--- src/rtl/exp_seq_pkg.sv ---
// Shared definitions for the exponential-unit sequencer: FSM state
// encoding, default latency/timeout constants and IEEE-754 double field widths.
package exp_seq_pkg;

  localparam int DBL_SIGN_W = 1;
  localparam int DBL_EXP_W  = 11;
  localparam int DBL_MAN_W  = 52;
  localparam int DBL_W      = DBL_SIGN_W + DBL_EXP_W + DBL_MAN_W;

  // Fixed exp unit window and the optional WAIT watchdog limit
  localparam int EXP_LAT_DEF = 28;
  localparam int TIMEOUT_DEF = 40;

  typedef enum logic [1:0] {
    S_IDLE  = 2'd0,
    S_ISSUE = 2'd1,
    S_WAIT  = 2'd2,
    S_GAP   = 2'd3
  } exp_seq_state_e;

endpackage

--- src/rtl/exp_seq_ctrl_if.sv ---
// Bundle of the three streams around the sequencer: operand input,
// exp unit request/response, and the tagged result output.
//
// Handshake: a transfer on a valid/ready pair happens on a rising clock edge
// where both valid and ready are 1. Once valid is raised, the source holds
// valid and its payload stable until that transfer; ready may change freely
// and never depends combinationally on valid. exp_valid is a one-cycle pulse
// with no ready.
interface exp_seq_ctrl_if #(parameter int IDX_W = 8);
  import exp_seq_pkg::*;

  logic              in_valid;
  logic              in_ready;
  logic [DBL_W-1:0]  in_data;
  logic              in_last;

  logic [DBL_W-1:0]  exp_num_64;
  logic              exp_enable;
  logic              exp_valid;
  logic [DBL_W-1:0]  exp_value;

  logic              out_valid;
  logic              out_ready;
  logic [DBL_W-1:0]  out_data;
  logic [IDX_W-1:0]  out_idx;
  logic              out_last;

  // Sequencer side
  modport slave (
    input  in_valid, in_data, in_last, exp_valid, exp_value, out_ready,
    output in_ready, exp_num_64, exp_enable, out_valid, out_data, out_idx, out_last
  );

  // Environment side: operand source, exp unit and result sink
  modport master (
    output in_valid, in_data, in_last, exp_valid, exp_value, out_ready,
    input  in_ready, exp_num_64, exp_enable, out_valid, out_data, out_idx, out_last
  );

endinterface

--- src/rtl/exp_seq_fifo.sv ---
// Small operand FIFO (DEPTH entries of W bits). Pointers carry one extra
// wrap bit so full and empty are distinguishable without a counter.
module exp_seq_fifo #(
  parameter int DEPTH = 4,
  parameter int W     = 65
) (
  input  logic         clk,
  input  logic         srstn,
  input  logic         push,
  input  logic [W-1:0] wdata,
  input  logic         pop,
  output logic [W-1:0] rdata,
  output logic         full,
  output logic         empty
);

  localparam int AW = $clog2(DEPTH);

  logic [W-1:0] mem_q [DEPTH];
  logic [AW:0]  wr_ptr_q, wr_ptr_d;
  logic [AW:0]  rd_ptr_q, rd_ptr_d;
  logic         do_push, do_pop;

  assign empty   = (wr_ptr_q == rd_ptr_q);
  assign full    = (wr_ptr_q[AW] != rd_ptr_q[AW]) &&
                   (wr_ptr_q[AW-1:0] == rd_ptr_q[AW-1:0]);
  assign do_push = push && !full;
  assign do_pop  = pop && !empty;
  assign rdata   = mem_q[rd_ptr_q[AW-1:0]];

  // Pointer advance; wraps naturally mod DEPTH through the low bits
  always_comb begin
    wr_ptr_d = wr_ptr_q;
    rd_ptr_d = rd_ptr_q;
    if (do_push) wr_ptr_d = wr_ptr_q + 1'b1;
    if (do_pop)  rd_ptr_d = rd_ptr_q + 1'b1;
  end

  // Pointer registers; reset discards all buffered entries
  always_ff @(posedge clk or negedge srstn) begin
    if (!srstn) begin
      wr_ptr_q <= '0;
      rd_ptr_q <= '0;
    end else begin
      wr_ptr_q <= wr_ptr_d;
      rd_ptr_q <= rd_ptr_d;
    end
  end

  // Storage write; contents are meaningless until the pointers cover them
  always_ff @(posedge clk) begin
    if (do_push) mem_q[wr_ptr_q[AW-1:0]] <= wdata;
  end

endmodule

--- src/rtl/exp_seq_ctrl.sv ---
// Sequencer feeding the exponential unit: buffers double operands, issues
// one at a time with exp_num_64/exp_enable held for the unit's window, and
// returns each result tagged with its element index and last flag.
// Optional feature: define EXP_SEQ_TIMEOUT_EN to add a WAIT watchdog and the
// sticky err_timeout output.
module exp_seq_ctrl
  import exp_seq_pkg::*;
#(
  parameter int DEPTH   = 4,
  parameter int IDX_W   = 8,
  parameter int EXP_LAT = EXP_LAT_DEF,
  parameter int TIMEOUT = TIMEOUT_DEF
) (
  input  logic           clk,
  input  logic           srstn,
  exp_seq_ctrl_if.slave  bus,
  output logic           busy,
`ifdef EXP_SEQ_TIMEOUT_EN
  output logic           err_timeout,
`endif
  output exp_seq_state_e state_dbg
);

  // Elaboration-time parameter sanity
  if (DEPTH < 2 || (DEPTH & (DEPTH - 1)) != 0) begin : g_bad_depth
    $error("exp_seq_ctrl: DEPTH must be a power of 2 and >= 2");
  end
  if (TIMEOUT <= EXP_LAT) begin : g_bad_timeout
    $error("exp_seq_ctrl: TIMEOUT must exceed EXP_LAT");
  end

  exp_seq_state_e    state_q;
  logic [DBL_W-1:0]  exp_num_q;
  logic              exp_enable_q;
  logic              last_q;
  logic [IDX_W-1:0]  idx_q;
  logic              out_valid_q;
  logic [DBL_W-1:0]  out_data_q;
  logic [IDX_W-1:0]  out_idx_q;
  logic              out_last_q;

  logic              fifo_full, fifo_empty;
  logic [DBL_W:0]    fifo_rdata;
  logic              issue;

`ifdef EXP_SEQ_TIMEOUT_EN
  localparam int CW = $clog2(TIMEOUT + 1);
  localparam logic [CW-1:0] WAIT_LAST = CW'(TIMEOUT - 1);
  logic [CW-1:0] wait_cnt_q;
  logic          err_q;
  assign err_timeout = err_q;
`endif

  // Issue only when an operand is waiting and the result slot is free or
  // being freed this very cycle, so a capture never overwrites a result.
  assign issue = (state_q == S_IDLE) && !fifo_empty &&
                 (!out_valid_q || bus.out_ready);

  exp_seq_fifo #(.DEPTH(DEPTH), .W(DBL_W + 1)) u_fifo (
    .clk   (clk),
    .srstn (srstn),
    .push  (bus.in_valid),
    .wdata ({bus.in_last, bus.in_data}),
    .pop   (issue),
    .rdata (fifo_rdata),
    .full  (fifo_full),
    .empty (fifo_empty)
  );

  assign bus.in_ready   = !fifo_full;
  assign bus.exp_num_64 = exp_num_q;
  assign bus.exp_enable = exp_enable_q;
  assign bus.out_valid  = out_valid_q;
  assign bus.out_data   = out_data_q;
  assign bus.out_idx    = out_idx_q;
  assign bus.out_last   = out_last_q;
  assign busy           = !fifo_empty || (state_q != S_IDLE);
  assign state_dbg      = state_q;

  // Sequencer FSM with all exp-unit and result outputs registered.
  // Enable rises on the edge that enters ISSUE and stays high through the
  // capture cycle; GAP plus IDLE give the unit two low cycles to clear.
  always_ff @(posedge clk or negedge srstn) begin
    if (!srstn) begin
      state_q      <= S_IDLE;
      exp_num_q    <= '0;
      exp_enable_q <= 1'b0;
      last_q       <= 1'b0;
      idx_q        <= '0;
      out_valid_q  <= 1'b0;
      out_data_q   <= '0;
      out_idx_q    <= '0;
      out_last_q   <= 1'b0;
`ifdef EXP_SEQ_TIMEOUT_EN
      wait_cnt_q   <= '0;
      err_q        <= 1'b0;
`endif
    end else begin
      if (out_valid_q && bus.out_ready) out_valid_q <= 1'b0;
      case (state_q)
        S_IDLE: begin
          if (issue) begin
            exp_num_q    <= fifo_rdata[DBL_W-1:0];
            last_q       <= fifo_rdata[DBL_W];
            exp_enable_q <= 1'b1;
            state_q      <= S_ISSUE;
          end
        end
        S_ISSUE: begin
          exp_enable_q <= 1'b1;
`ifdef EXP_SEQ_TIMEOUT_EN
          wait_cnt_q   <= '0;
`endif
          state_q      <= S_WAIT;
        end
        S_WAIT: begin
          if (bus.exp_valid) begin
            out_data_q   <= bus.exp_value;
            out_idx_q    <= idx_q;
            out_last_q   <= last_q;
            out_valid_q  <= 1'b1;
            idx_q        <= last_q ? '0 : idx_q + 1'b1;
            exp_enable_q <= 1'b0;
            state_q      <= S_GAP;
          end
`ifdef EXP_SEQ_TIMEOUT_EN
          else if (wait_cnt_q == WAIT_LAST) begin
            err_q        <= 1'b1;
            exp_enable_q <= 1'b0;
            state_q      <= S_GAP;
          end else begin
            wait_cnt_q   <= wait_cnt_q + 1'b1;
          end
`endif
        end
        S_GAP: begin
          exp_enable_q <= 1'b0;
          state_q      <= S_IDLE;
        end
        default: state_q <= S_IDLE;
      endcase
    end
  end

endmodule
--- src/flat_wrapper.sv ---
// flat-port wrapper written by rule: the top's interface ports become plain ports
module exp_seq_ctrl_flat import exp_seq_pkg::*;
#(
  parameter int DEPTH   = 4,
  parameter int IDX_W   = 8,
  parameter int EXP_LAT = EXP_LAT_DEF,
  parameter int TIMEOUT = TIMEOUT_DEF
)
  (clk, srstn, busy, state_dbg, bus_in_valid, bus_in_data, bus_in_last, bus_exp_valid, bus_exp_value, bus_out_ready, bus_in_ready, bus_exp_num_64, bus_exp_enable, bus_out_valid, bus_out_data, bus_out_idx, bus_out_last);
  exp_seq_ctrl_if #(.IDX_W(IDX_W)) bus_i ();
  input  logic clk;
  input  logic srstn;
  output logic busy;
  output exp_seq_state_e state_dbg;
  input wire logic [$bits(bus_i.in_valid)-1:0] bus_in_valid;
  input wire logic [$bits(bus_i.in_data)-1:0] bus_in_data;
  input wire logic [$bits(bus_i.in_last)-1:0] bus_in_last;
  input wire logic [$bits(bus_i.exp_valid)-1:0] bus_exp_valid;
  input wire logic [$bits(bus_i.exp_value)-1:0] bus_exp_value;
  input wire logic [$bits(bus_i.out_ready)-1:0] bus_out_ready;
  output wire logic [$bits(bus_i.in_ready)-1:0] bus_in_ready;
  output wire logic [$bits(bus_i.exp_num_64)-1:0] bus_exp_num_64;
  output wire logic [$bits(bus_i.exp_enable)-1:0] bus_exp_enable;
  output wire logic [$bits(bus_i.out_valid)-1:0] bus_out_valid;
  output wire logic [$bits(bus_i.out_data)-1:0] bus_out_data;
  output wire logic [$bits(bus_i.out_idx)-1:0] bus_out_idx;
  output wire logic [$bits(bus_i.out_last)-1:0] bus_out_last;
  assign bus_i.in_valid = bus_in_valid;
  assign bus_i.in_data = bus_in_data;
  assign bus_i.in_last = bus_in_last;
  assign bus_i.exp_valid = bus_exp_valid;
  assign bus_i.exp_value = bus_exp_value;
  assign bus_i.out_ready = bus_out_ready;
  assign bus_in_ready = bus_i.in_ready;
  assign bus_exp_num_64 = bus_i.exp_num_64;
  assign bus_exp_enable = bus_i.exp_enable;
  assign bus_out_valid = bus_i.out_valid;
  assign bus_out_data = bus_i.out_data;
  assign bus_out_idx = bus_i.out_idx;
  assign bus_out_last = bus_i.out_last;
  exp_seq_ctrl #(.DEPTH(DEPTH), .IDX_W(IDX_W), .EXP_LAT(EXP_LAT), .TIMEOUT(TIMEOUT)) u_core (.clk(clk), .srstn(srstn), .bus(bus_i), .busy(busy), .state_dbg(state_dbg));
endmodule
--- config.mk ---
export PLATFORM = sky130hd
export DESIGN_NAME = exp_seq_ctrl_flat
export DESIGN_NICKNAME = d
export VERILOG_FILES = /design/src/rtl/exp_seq_pkg.sv /design/src/rtl/exp_seq_ctrl_if.sv /design/src/rtl/exp_seq_fifo.sv /design/src/rtl/exp_seq_ctrl.sv /design/src/flat_wrapper.sv
export SDC_FILE = /design/constraint.sdc
export NUM_CORES = 1
export LEC_CHECK = 0
export CAP_MARGIN = 0
export CELL_PAD_IN_SITES_DETAIL_PLACEMENT = 2
export CELL_PAD_IN_SITES_GLOBAL_PLACEMENT = 2
export CORE_UTILIZATION = 25
export CTS_CLUSTER_DIAMETER = 150
export CTS_CLUSTER_SIZE = 10
export DETAILED_ROUTE_END_ITERATION = 8
export GPL_ROUTABILITY_DRIVEN = 0
export PLACE_DENSITY_LB_ADDON = 0.1
export SETUP_SLACK_MARGIN = 0.02
export SKIP_LAST_GASP = 1
export SLEW_MARGIN = 20
export SYNTH_ARGS = -nofsm -noshare
export SYNTH_HDL_FRONTEND = slang
export SYNTH_SLANG_ARGS = --single-unit
--- constraint.sdc ---
create_clock -name clk -period 3 [get_ports clk]
set_input_delay 0.3 -clock clk [delete_from_list [all_inputs] [get_ports clk]]
set_output_delay 0.3 -clock clk [all_outputs]
set_load 0.05 [all_outputs]
==> flow_summary_export.csv, run 1 <==
group,metric,value,unit
outcome,status,"finished with violations",
outcome,violations,"design-rule violations",
detailed_routing,drtIter0Drc,410,
worst_setup_path,cp-end-kind,"primary output",
logic_synthesis,synthMuxAreaShare,0.147,
logic_synthesis,synth.distinct_cells,35,
logic_synthesis,synth_largest_area_cell,"edfxtp_1",
logic_synthesis,synth_top_family_by_area,"multiplexers",
logic_synthesis,synth_compound_area_frac,0.00692,
die,rows,91,
cts,cts_num_sinks,416,
power_and_ir_drop,vdd_drop_max,0.000513,V
logic_synthesis,postSynthCellCount,881,
logic_synthesis,synth_seq_cells,416,
cts,htreeDepth,2,
detailed_routing,ant_nets,0,
grt,antenna_found_initial,5,
timing,relSlewSlack,0.520,
placement,io_buffer_count,276,
timing,rsz0062_at_grt,"no",
logic_synthesis,synth-simple-area-share,0.0627,
timing,fin_setup_tns,0,ns
final_layout,antenna_cells,0,
logic_synthesis,synth-xor-area-share,0.00668,
die,ios,277,
detailed_routing,wl,41.0,mm
worst_setup_path,crit_path_start_kind,"flip-flop",
detailed_routing,wl_per_cell,19.9,um
power_and_ir_drop,p_per_area,1180,nW/um^2
final_layout,syn_to_final_growth,34.5,%
final_layout,nets,1334,
worst_setup_path,crit_required,2.70,ns
power_and_ir_drop,p_leak,7.82,nW
final_layout,drive_above_1_share,0.182,
logic_synthesis,avgSynthCellArea,17.6,um^2
timing,slew_violations,0,
die,die_h,251,um
logic_synthesis,yosysSeqAreaShare,0.754,
placement,hpwl,25.6,mm
cts,clk_pin_slew,0.06,ns
power_and_ir_drop,p_total,24.7,mW
die,die_w,251,um
cts,clkLatencyLatePin,0.58,ns
grt,grt_usage,0.133,
timing,fin_crit_sh,0.908,
logic_synthesis,syn_nets,1024,
grt,grt_pass1_vias,9796,
die,start_util,0.252,
cts,cts_buffer_depth,3,
logic_synthesis,netlist.area_leader.share,0.502,
cts,tritoncts,"done",
timing,worstMarginPinSlew,0.717,ns
timing,fin_crit,2.72,ns
logic_synthesis,syn_area,15500,um^2
die,die_area,63200,um^2
worst_setup_path,crit_path_max_fanout,3,
grt,grt_overflow,0,
die,core,61600,um^2
detailed_routing,drc_errors,2,
worst_setup_path,cp.arrival,2.42,ns
timing,finClkSkew,0.0113,ns
timing,whs,0.252,ns
grt,grt_pass1_wl,63.0,mm
cts,cts_buffers,47,
cts,clock-root-buffer,"clkbuf_16",
grt,grt_max_degree,68,
flow_run,maxCapViolations,0,
logic_synthesis,yosysWarnings,0,
timing,setup_violations,0,
cts,post-cts-setup-buffers,0,
timing,fmax,367,MHz
detailed_routing,firstDrtPassIters,6,
logic_synthesis,yosys-top-cells-area,"edfxtp_1, dfrtp_1, mux4_2",
detailed_routing,num_vias,8617,
logic_synthesis,synth_fa_ha_area_frac,0.00725,
hold_path,hp-class,"in -> reg",
detailed_routing,vias_per_cell,4.18,
worst_setup_path,critPathKind,"reg -> out",
timing,hold_viol,0,
cells by family (layout without fill, tap and decap cells):
logic type | after synthesis | in the layout
DFF | 416 | 416
xor gates and xnor gates | 11 | 11
AOI/OAI and AO/OA | 14 | 14
muxes | 135 | 135
buffers and inverters | 48 | 391
adders and majority gates | 9 | 9
and+or+nand+nor | 248 | 248
stage by stage:
stage / std cells / setup slack [ns] / utilization / instance area [um^2]
2_1_floorplan: 881 / 0.469 / - / 15500
3_3_place_gp: 1978 / 0.580 / 0.317 / 19500
3_5_place_dp: 1978 / 0.553 / 0.317 / 19500
4_1_cts: 2061 / 0.214 / 0.339 / 20900
5_1_grt: 2061 / 0.152 / 0.339 / 20900
6_report: 2061 / 0.275 / 0.339 / 20900
layout make-up:
class / count / area (um^2)
multi-input cells: 417 / 3610
well taps: 837 / 1050
repair buffers: 302 / 3120
fillers: 6226 / 40700
clock inverters: 4 / 85.1
inverters: 7 / 26.3
flip-flops and latches: 416 / 11700
clock buffers: 78 / 1290
critical path, cell delays in order, from the launching register on:
cell,delay [ns]
dfrtp_1,0.40
inv_1,0.11
ha_1,0.25
inv_1,0.10
or4_4,0.54
dlygate4sd2_1,0.45
flip-flops by register name (all words and copies together) (netlist names):
register / count
u_core.bus.exp_enable: 1
u_core.bus.exp_num_64: 64
u_core.bus.out_data: 64
u_core.bus.out_idx: 8
u_core.bus.out_last: 1
u_core.bus.out_valid: 1
u_core.idx_q: 8
u_core.last_q: 1
u_core.state_dbg: 2
u_core.u_fifo.mem_q: 260
u_core.u_fifo.rd_ptr_q: 3
u_core.u_fifo.wr_ptr_q: 3
path summary, 6_finish.rpt:
| path | startpoint | to | slack [ns] | depth (start not counted) |
|---|---|---|---|---|
| worst max-delay path | u_core.state_dbg[0] | busy | 0.28 | 5 |
| worst min-delay path | bus_exp_value[21] | u_core.bus.out_data[21] | 0.25 | 3 |
| worst max register to register | u_core.u_fifo.rd_ptr_q[1] | u_core.u_fifo.mem_q[3][14] | 0.77 | 4 |
| worst min register to register | u_core.bus.out_data[21] | u_core.bus.out_data[21] | 0.47 | 2 |
| max in group asynchronous | srstn | u_core.bus.exp_num_64[19] | 1.86 | 3 |
| min in group asynchronous | srstn | u_core.bus.out_data[54] | 0.31 | 2 |
cell usage in the layout (no fill, tap or decap), types with 9 or more instances in the layout:
cell type and count:
buf_12 13, buf_4 13, clkbuf_1 31, clkbuf_16 47
clkdlybuf4s50_1 273, dfrtp_1 154, edfxtp_1 260, ha_1 9
mux2_2 59, mux2_4 10, mux4_2 65, nand2_1 228
power breakdown:
group	leakage (nW)	switching (mW)	total [mW]	internal, mW
combinational	2.88	6.48	10.6	4.09
clock	0.653	2.28	5.30	3.02
sequential	4.28	0.803	8.84	8.03
total	7.82	9.56	24.7	15.1
repair_timing:
action / 4_1_cts / 5_1_grt
endpoints found under the setup margin: 1 / 0
hold buffers: 1 / 0
hold endpoints to repair: 57 / 0
resized for setup: 1 / 0
synth_stat cells (all sizes together):
master	n
nand3b	1
dfrtp	156
a21oi	4
nand3	2
a211oi	1
or3	1
a22oi	1
and3	6
o21ai	3
nor3	2
inv	7
a21o	2
mux2	69
nor2	2
or4	1
mux2i	1
nand2b	1
mux4	65
ha	9
nand4	2
xor2	8
edfxtp	260
xnor2	3
o221ai	1
o311ai	1
and2	1
buf	21
nand2	229
clkbuf	20
o31ai	1
layer usage:
layer | track usage | up-vias | part of all wire
met5 | 0 | - | 0.0019
met4 | 0.0326 | 10 | 0.018
met3 | 0.0360 | 61 | 0.053
met2 | 0.221 | 213 | 0.49
met1 | 0.171 | 4479 | 0.44
li1 | - | 3854 | -
No activity file was read; power rests on OpenSTA's default activity.
==> run 2: changes to the inputs <==
- ABC_AREA: default -> 1
- GPL_ROUTABILITY_DRIVEN: 0 -> default
==> run 2 against run 1 <==
Net effect: the flow now finishes without violations; first-iteration DRC count is 8.5% higher; largest power group unchanged; cell count is 18% higher; critical endpoint is now u_core.u_fifo.mem_q[1][24]; largest cell class unchanged; via count is 24% higher.
==> flow_summary_export.csv, run 2 <==
group,metric,value,unit
logic_synthesis,avgSynthCellArea,12.4,um^2
detailed_routing,drtIter0Drc,445,
logic_synthesis,postSynthCellCount,1269,
logic_synthesis,synth_compound_area_frac,0.0517,
logic_synthesis,syn_nets,1412,
logic_synthesis,synth-edff-count,260,
die,die_h,253,um
placement,dpl.cell_count,2342,
die,die_area,64100,um^2
logic_synthesis,yosysSeqAreaShare,0.742,
grt,grt_pass1_wl,71.3,mm
worst_setup_path,critPathKind,"reg -> reg",
logic_synthesis,synth_seq_cells,416,
timing,relSlewSlack,0.367,
timing,hold_viol,0,
cts,cts_buffer_depth,3,
grt,antenna_found_initial,8,
die,start_util,0.254,
timing,fin_crit_sh,0.805,
placement,hpwl,28.2,mm
logic_synthesis,ys.flop_type,"edfxtp_1",
timing,rsz0062_at_grt,"no",
logic_synthesis,netlist.area_leader.share,0.495,
cts,htreeDepth,2,
worst_setup_path,cp-end-kind,"flip-flop",
logic_synthesis,synth-simple-area-share,0.130,
detailed_routing,firstDrtPassIters,4,
timing,setup_violations,0,
die,rows,91,
hold_path,hp-class,"in -> reg",
cts,clkLatencyLatePin,0.59,ns
logic_synthesis,synthMuxAreaShare,0.0406,
logic_synthesis,yosys-top-cells-area,"edfxtp_1, dfrtp_1, nand2_1",
grt,grt_pass1_vias,11700,
logic_synthesis,syn_area,15800,um^2
logic_synthesis,yosysWarnings,0,
logic_synthesis,synth-xor-area-share,0.00222,
cts,ctsResizeCount,0,
power_and_ir_drop,p_per_area,1180,nW/um^2
grt,grt_usage,0.147,
logic_synthesis,synth_largest_area_cell,"edfxtp_1",
worst_setup_path,crit_path_max_fanout,30,
logic_synthesis,synth_fa_ha_area_frac,0.00713,
cts,tritoncts,"done",
final_layout,layout_commonest_cell,"nand2_1",
final_layout,drive_above_1_share,0.0573,
final_layout,largest_reg_flops,260,
logic_synthesis,synth.distinct_cells,24,
worst_setup_path,cp.arrival,2.64,ns
placement,io_buffer_count,276,
detailed_routing,vias_per_cell,4.39,
outcome,status,"complete, no violations",
detailed_routing,drc_errors,0,
final_layout,layout_common_cells,"nand2_1, clkdlybuf4s50_1, edfxtp_1, dfrtp_1, o21ai_0",
timing,fin_crit,2.42,ns
worst_setup_path,crit_required,3.22,ns
die,core,62100,um^2
logic_synthesis,yosys-top-cells-count,"nand2_1, edfxtp_1, dfrtp_1, nor2_1, o21ai_0",
timing,slew_violations,0,
logic_synthesis,async_flop_share,0.375,
cts,cts_num_sinks,416,
timing,whs,0.262,ns
power_and_ir_drop,vdd_drop_max,0.000469,V
worst_setup_path,crit_path_start_kind,"flip-flop",
placement,gp_congestion,0.701,
worst_setup_path,rrSetupSlack,0.58,ns
timing,worstMarginPinSlew,0.949,ns
logic_synthesis,synth_top_family_by_area,"simple AND/OR/NAND/NOR gates",
detailed_routing,wl,47.2,mm
final_layout,syn_to_final_growth,33.0,%
grt,grt_overflow,0,
cts,clock-root-buffer,"clkbuf_16",
timing,finClkSkew,0.0204,ns
timing,fmax,414,MHz
logic_synthesis,yosysMostFrequentCell,"nand2_1",
detailed_routing,num_vias,10700,
die,ios,277,
power_and_ir_drop,p_leak,8.33,nW
cts,post-cts-setup-buffers,0,
cts,clk_pin_slew,0.06,ns
detailed_routing,ant_nets,0,
die,die_w,253,um
cts,cts_buffers,47,
final_layout,nets,1698,
final_layout,final_cell_count_no_fill,2425,
detailed_routing,wl_per_cell,19.5,um
flow_run,maxCapViolations,0,
grt,grt_max_degree,133,
[run 2: metal layers]
layer  global-route usage  wire [um]
met5                    0        107
met4               0.0421        961
met3               0.0424       2920
met2                0.247      22600
met1                0.182      20600
[run 2: final cells by class]
type,instances,area (um^2)
multi-input combinational,762,3690
fill,6491,41100
clock inverter,3,62.6
tap,837,1050
timing repair buffer,303,3080
inverter,25,96.3
clock buffer,78,1290
sequential,416,11700
antenna,1,2.50
[run 2: cell families after synthesis]
| family | after synthesis |
|---|---|
| AND/OR/NAND/NOR | 538 |
| flip-flops | 416 |
| AO/OA/AOI/OAI | 147 |
| buffers and inverters | 91 |
| multiplexers | 64 |
| adder cells (fa/ha/maj) | 9 |
| XOR/XNOR | 4 |
[run 2: worst paths after layout]
kind | startpoint | end | cells past startpoint
setup / recovery | u_core.u_fifo.rd_ptr_q[0] | u_core.u_fifo.mem_q[1][24] | 7
hold / removal | bus_exp_value[44] | u_core.bus.out_data[44] | 3
setup reg to reg | u_core.u_fifo.rd_ptr_q[0] | u_core.u_fifo.mem_q[1][24] | 7
hold reg to reg | u_core.bus.exp_num_64[40] | u_core.bus.exp_num_64[40] | 2
max in group asynchronous | srstn | u_core.bus.out_data[49] | 3
min in group asynchronous | srstn | u_core.bus.out_data[12] | 2
[run 2: per-stage QoR]
| stage | cell area [um^2] | util | setup TNS [ns] | setup WS [ns] | power (mW) |
|---|---|---|---|---|---|
| floorplan | 15800 | - | -162.48 | -0.625 | 15.7 |
| global placement | 19600 | 0.316 | 0 | 0.543 | 19.7 |
| detailed placement | 19600 | 0.316 | 0 | 0.494 | 19.9 |
| CTS | 21000 | 0.338 | 0 | 0.488 | 25.5 |
| global route | 21000 | 0.338 | 0 | 0.369 | 26.4 |
| finish | 21000 | 0.338 | 0 | 0.585 | 24.8 |
[run 2: critical path, stage by stage (launching register included)]
cell and delay [ns]:
dfrtp_4 0.55, clkinv_2 0.09, nand2_1 0.06, nand2_1 0.09, nand4_1 0.21, nand2_1 0.35
nor2_4 0.22, buf_4 0.46
[run 2: power by group]
part | internal, mW | switching [mW]
sequential | 7.95 | 0.786
clock | 3.01 | 2.34
combinational | 3.32 | 7.40
total | 14.3 | 10.5
[run 2: what timing repair did]
| item | in CTS | in global routing |
|---|---|---|
| endpoints found under the hold margin | 55 | 0 |
| setup endpoints to repair | 0 | 0 |
| hold buffers | 1 | 0 |
==> run 3: changes to the inputs <==
- clock period: 3 -> 2.14 ns (I/O delays scaled with it)
==> run 3 against run 2 <==
Net effect: sequential share of layout area shrank 0.60 points; critical path depth fell by 6; flip-flop and latch count did not move; first-iteration DRC count rose by 8.1%; highest routed layer unchanged; largest power group unchanged; clock power up 42%.
==> flow_summary_export.csv, run 3 (synthesis results as in run 2) <==
group,metric,value,unit
cts,htreeDepth,2,
die,die_w,253,um
cts,cts_num_sinks,416,
worst_setup_path,crit_required,1.93,ns
power_and_ir_drop,p_leak,8.48,nW
final_layout,layout_commonest_cell,"nand2_1",
worst_setup_path,crit_path_start_kind,"flip-flop",
final_layout,syn_to_final_growth,34.4,%
final_layout,layout_common_cells,"nand2_1, clkdlybuf4s50_1, edfxtp_1, dfrtp_1, o21ai_0",
die,core,62100,um^2
timing,setup_violations,0,
grt,top_usage_layer,"met2",
worst_setup_path,critPathMaxStageDelay,0.84,ns
final_layout,drive_above_1_share,0.0618,
detailed_routing,wl_per_cell,19.5,um
detailed_routing,drc_errors,0,
detailed_routing,firstDrtPassIters,4,
final_layout,nets,1700,
outcome,status,"complete, no violations",
worst_setup_path,cp.arrival,1.84,ns
die,die_h,253,um
detailed_routing,ant_nets,0,
timing,finClkSkew,0.0244,ns
worst_setup_path,rr_startpoint,"u_core.u_fifo.rd_ptr_q[1]",
detailed_routing,drtIter0Drc,481,
cts,cts_buffers,47,
die,die_area,64100,um^2
detailed_routing,wl,47.2,mm
grt,grt_pass1_vias,11700,
timing,fin_crit,2.05,ns
worst_setup_path,crit_path_start,"u_core.bus.exp_num_64[30]",
grt,grtUsageMet3,0.0416,
power_and_ir_drop,swShare,0.423,
grt,grt_pass1_wl,72.1,mm
grt,antenna_found_initial,9,
final_layout,fillers,6460,
power_and_ir_drop,vdd_drop_max,0.000745,V
cts,clkLatencyLatePin,0.60,ns
timing,relSlewSlack,0.600,
die,ios,277,
cts,tritoncts,"done",
flow_run,maxCapViolations,0,
timing,fmax,488,MHz
power_and_ir_drop,pwr-share-seq,0.349,
timing,worstMarginPinSlew,0.598,ns
cts,clk_pin_slew,0.06,ns
grt,met1_usage,0.187,
grt,grt_usage,0.149,
worst_setup_path,path_buf_inv,1,
cts,clock-root-buffer,"clkbuf_16",
power_and_ir_drop,p_sw,14.9,mW
detailed_routing,num_vias,10600,
placement,io_buffer_count,276,
die,rows,91,
power_and_ir_drop,internal-power,20.3,mW
hold_path,hp-class,"in -> async",
timing,fin_crit_sh,0.959,
worst_setup_path,cp-end-kind,"primary output",
final_layout,largest_reg_flops,260,
worst_setup_path,rr_worst_depth,6,
worst_setup_path,critPathKind,"reg -> out",
grt,grt_max_degree,133,
placement,place_area,19800,um^2
worst_setup_path,crit_family,"buffers and inverters",
die,start_util,0.254,
worst_setup_path,crit_path_top_delay_cell,"clkdlybuf4s50_1",
timing,hold_viol,0,
worst_setup_path,path_cells,"clkdlybuf4s50_1",
placement,hpwl,29.0,mm
timing,fin_setup_tns,0,ns
worst_setup_path,timing.rr.end,"u_core.u_fifo.mem_q[2][24]",
grt,grt_overflow,0,
timing,slew_violations,0,
worst_setup_path,rrSetupSlack,0.25,ns
power_and_ir_drop,p_per_area,1660,nW/um^2
final_layout,fin_area,21200,um^2
worst_setup_path,crit_path_max_fanout,2,
placement,gp_congestion,0.700,
grt,use_met2,0.249,
timing,rsz0062_at_grt,"no",
cts,cts_buffer_depth,3,
power_and_ir_drop,p_comb_frac,0.435,
power_and_ir_drop,clkPwrFrac,0.216,
detailed_routing,vias_per_cell,4.38,
-- run 3: cell count changes in the layout (fill, tap and decap cells not counted), moves of 2 or more --
cell,before,now
clkbuf_1,31,28
buf_4,19,9
clkinv_8,2,0
dlymetal6s2s_1,0,4
clkdlybuf4s50_1,273,262
dlygate4sd2_1,0,6
buf_12,9,22
-- run 3: power by group through the flow --
stage                     Sequential, mW  Combinational, mW  Clock [mW]
after floorplan                     16.4               5.60           0
after global placement              12.4               15.5           0
after detailed placement            12.5               15.7           0
after CTS                           12.3               15.8        7.92
after global routing                12.5               16.6        8.21
final                               12.3               15.3        7.58
-- run 3: cell type report --
cell class | instances | area, um^2 | area share
Sequential cell | 416 | 11700 | 0.552
Clock inverter | 3 | 80.1 | 0.00377
Antenna cell | 2 | 5.00 | 0.000236
Tap cell | 837 | 1050 | 0.0494
Multi-Input combinational cell | 762 | 3700 | 0.175
Timing Repair Buffer | 305 | 3260 | 0.154
Clock buffer | 76 | 1310 | 0.0616
Inverter | 25 | 96.3 | 0.00454
-- run 3: how the worst max path moves through the flow --
| stage | endpoint | slack (ns) | depth (start not counted) |
|---|---|---|---|
| floorplan | u_core.u_fifo.mem_q[0][0] | -0.64 | 7 |
| global placement | u_core.u_fifo.mem_q[2][24] | 0.26 | 7 |
| detailed placement | u_core.u_fifo.mem_q[2][24] | 0.24 | 7 |
| CTS | bus_in_ready | -0.02 | 4 |
| global route | bus_exp_num_64[59] | 0.02 | 1 |
| finish | bus_exp_num_64[30] | 0.09 | 1 |
-- run 3: per-layer routing --
metal | wire, um | up-vias
li1 | - | 4921
met3 | 3060 | 77
met2 | 22600 | 239
met1 | 20500 | 5363
met5 | 105 | -
met4 | 965 | 16
-- run 3: what timing repair did --
action                     in CTS  in global routing
hold buffers                    1                  0
buffers inserted                0                  1
hold endpoints to repair      129                  0
pin swaps                       0                  1
gates resized for setup         8                  4
setup endpoints to repair       7                  5
-- run 3: stage by stage --
stage | hold slack, ns | util | total power, mW | setup WS (ns) | cells
3_5_place_dp | 0.204 | 0.319 | 28.2 | 0.240 | 2343
5_1_grt | 0.141 | 0.342 | 37.4 | 0.0218 | 2424
2_1_floorplan | -0.0816 | - | 22.0 | -0.637 | 1269
3_3_place_gp | 0.209 | 0.319 | 27.9 | 0.265 | 2343
4_1_cts | 0.116 | 0.342 | 36.0 | -0.0250 | 2423
6_report | 0.148 | 0.342 | 35.1 | 0.0887 | 2426
==> patch, RTL diff (settings of run 2) <==
`DBL_EXP_W`: 11 -> 12.
--- a/src/rtl/exp_seq_pkg.sv
+++ b/src/rtl/exp_seq_pkg.sv
@@ -5,3 +5,3 @@
   localparam int DBL_SIGN_W = 1;
-  localparam int DBL_EXP_W  = 11;
+  localparam int DBL_EXP_W  = 12;
   localparam int DBL_MAN_W  = 52;
Ports: changed (resized bus_exp_num_64, bus_exp_value, bus_in_data and bus_out_data); port bits go from 277 to 281. No check against the original RTL was run, so the function may have changed too.
==> patch against run 2 <==
- core utilization is 0.20 points lower
- first-iteration DRC count grew 3.6%
- clock power is 1% higher
- synthesized area grew 1.8%
- wire length up 4.1%
- setup slack better by 240 ps
- cell area is 1.4% higher
- global-route usage up 0.45 points
- largest cell class unchanged
- sequential cell count up 6
- power rose by 1.8%
==> patch: results (changes against run 2) <==
[cells_and_area]
buffers_excl_clock=304  ; +0.33%
n_sequential_cell=422  ; +1.4%
largest_reg_flops=264  ; +1.5%
antenna_cells=2  ; +1
multi_input_gates=769  ; +0.92%
buffer_area_share_pct=14.6  ; -0.066 points
final_core_util_pct=33.6  ; -0.20 points
drive_gt1_share_pct=5.92  ; +0.18 points
multi_input_area_mm2=0.00375  ; +1.6%
inv_count=28  ; +12%
final-clk-cell-share_pct=6.43  ; -0.026 points

[yosys]
synth_adder_area_share_pct=0.701  ; -0.012 points
async_flop_share_pct=37.4  ; -0.059 points
synth_nets=1432  ; +1.4%
synth_edf_count=264  ; +1.5%
synth_compound_area_share_pct=5.24  ; +0.073 points
synthXorXnorAreaFrac_pct=0.265  ; +0.043 points

[cts]
cts_buffers=48  ; +2.1%

[place]
dp_slack_ps=690  ; +196 ps
place_area_mm2=0.0199  ; +1.4%
place.gp.congestion=0.710  ; +1.3%

[setup_path]
slowest_stage=clkdlybuf4s50_1
crit_path_max_fanout=2  ; -93%

[grt]
grt_use_met1_pct=19.8  ; +1.5 points
grtUsageMet2_pct=25.0  ; +0.27 points
met3_usage_pct=4.16  ; -0.076 points
grtUsageTotal_pct=15.2  ; +0.45 points
grt_pass1_vias=12000  ; +2.1%
antenna_found_initial=9  ; +1

[routing]
wl_met3_um=2670  ; -8.8%
wl_met1_um=22400  ; +8.6%
wl_met2_um=23200  ; +2.7%

[floorplan]
core_area_mm2=0.0633  ; +2.0%

[power_and_ir_drop]
peakVddDrop_mv=0.543  ; +16%

[outcome]
outcome=completed

[sta]
whs_ps=260  ; -2.31 ps

[patch: cell count changes in the layout (fill, tap and decap cells not counted), sizes merged, moves of 2 or more]
cell and delta:
edfxtp +4, inv +7, clkbuf +2, nor3 -2, clkdlybuf4s50 +4, buf -3
clkinv -3, dfrtp +2, o21ai +5
[patch: final timing paths]
check | start | endpoint
setup / recovery | u_core.bus.exp_num_64[1] | bus_exp_num_64[1]
hold / removal | bus_exp_value[29] | u_core.bus.out_data[29]
setup reg to reg | u_core.u_fifo.wr_ptr_q[0] | u_core.u_fifo.mem_q[1][8]
hold reg to reg | u_core.bus.out_data[16] | u_core.bus.out_data[16]
max in group asynchronous | srstn | u_core.bus.exp_num_64[32]
min in group asynchronous | srstn | u_core.idx_q[3]
[patch: where the power goes]
part / switching (mW) / total, mW / leakage [nW] / internal, mW
Clock: 2.37 / 5.40 / 0.654 / 3.03
Sequential: 0.766 / 8.83 / 4.40 / 8.07
Combinational: 7.64 / 11.0 / 3.40 / 3.37
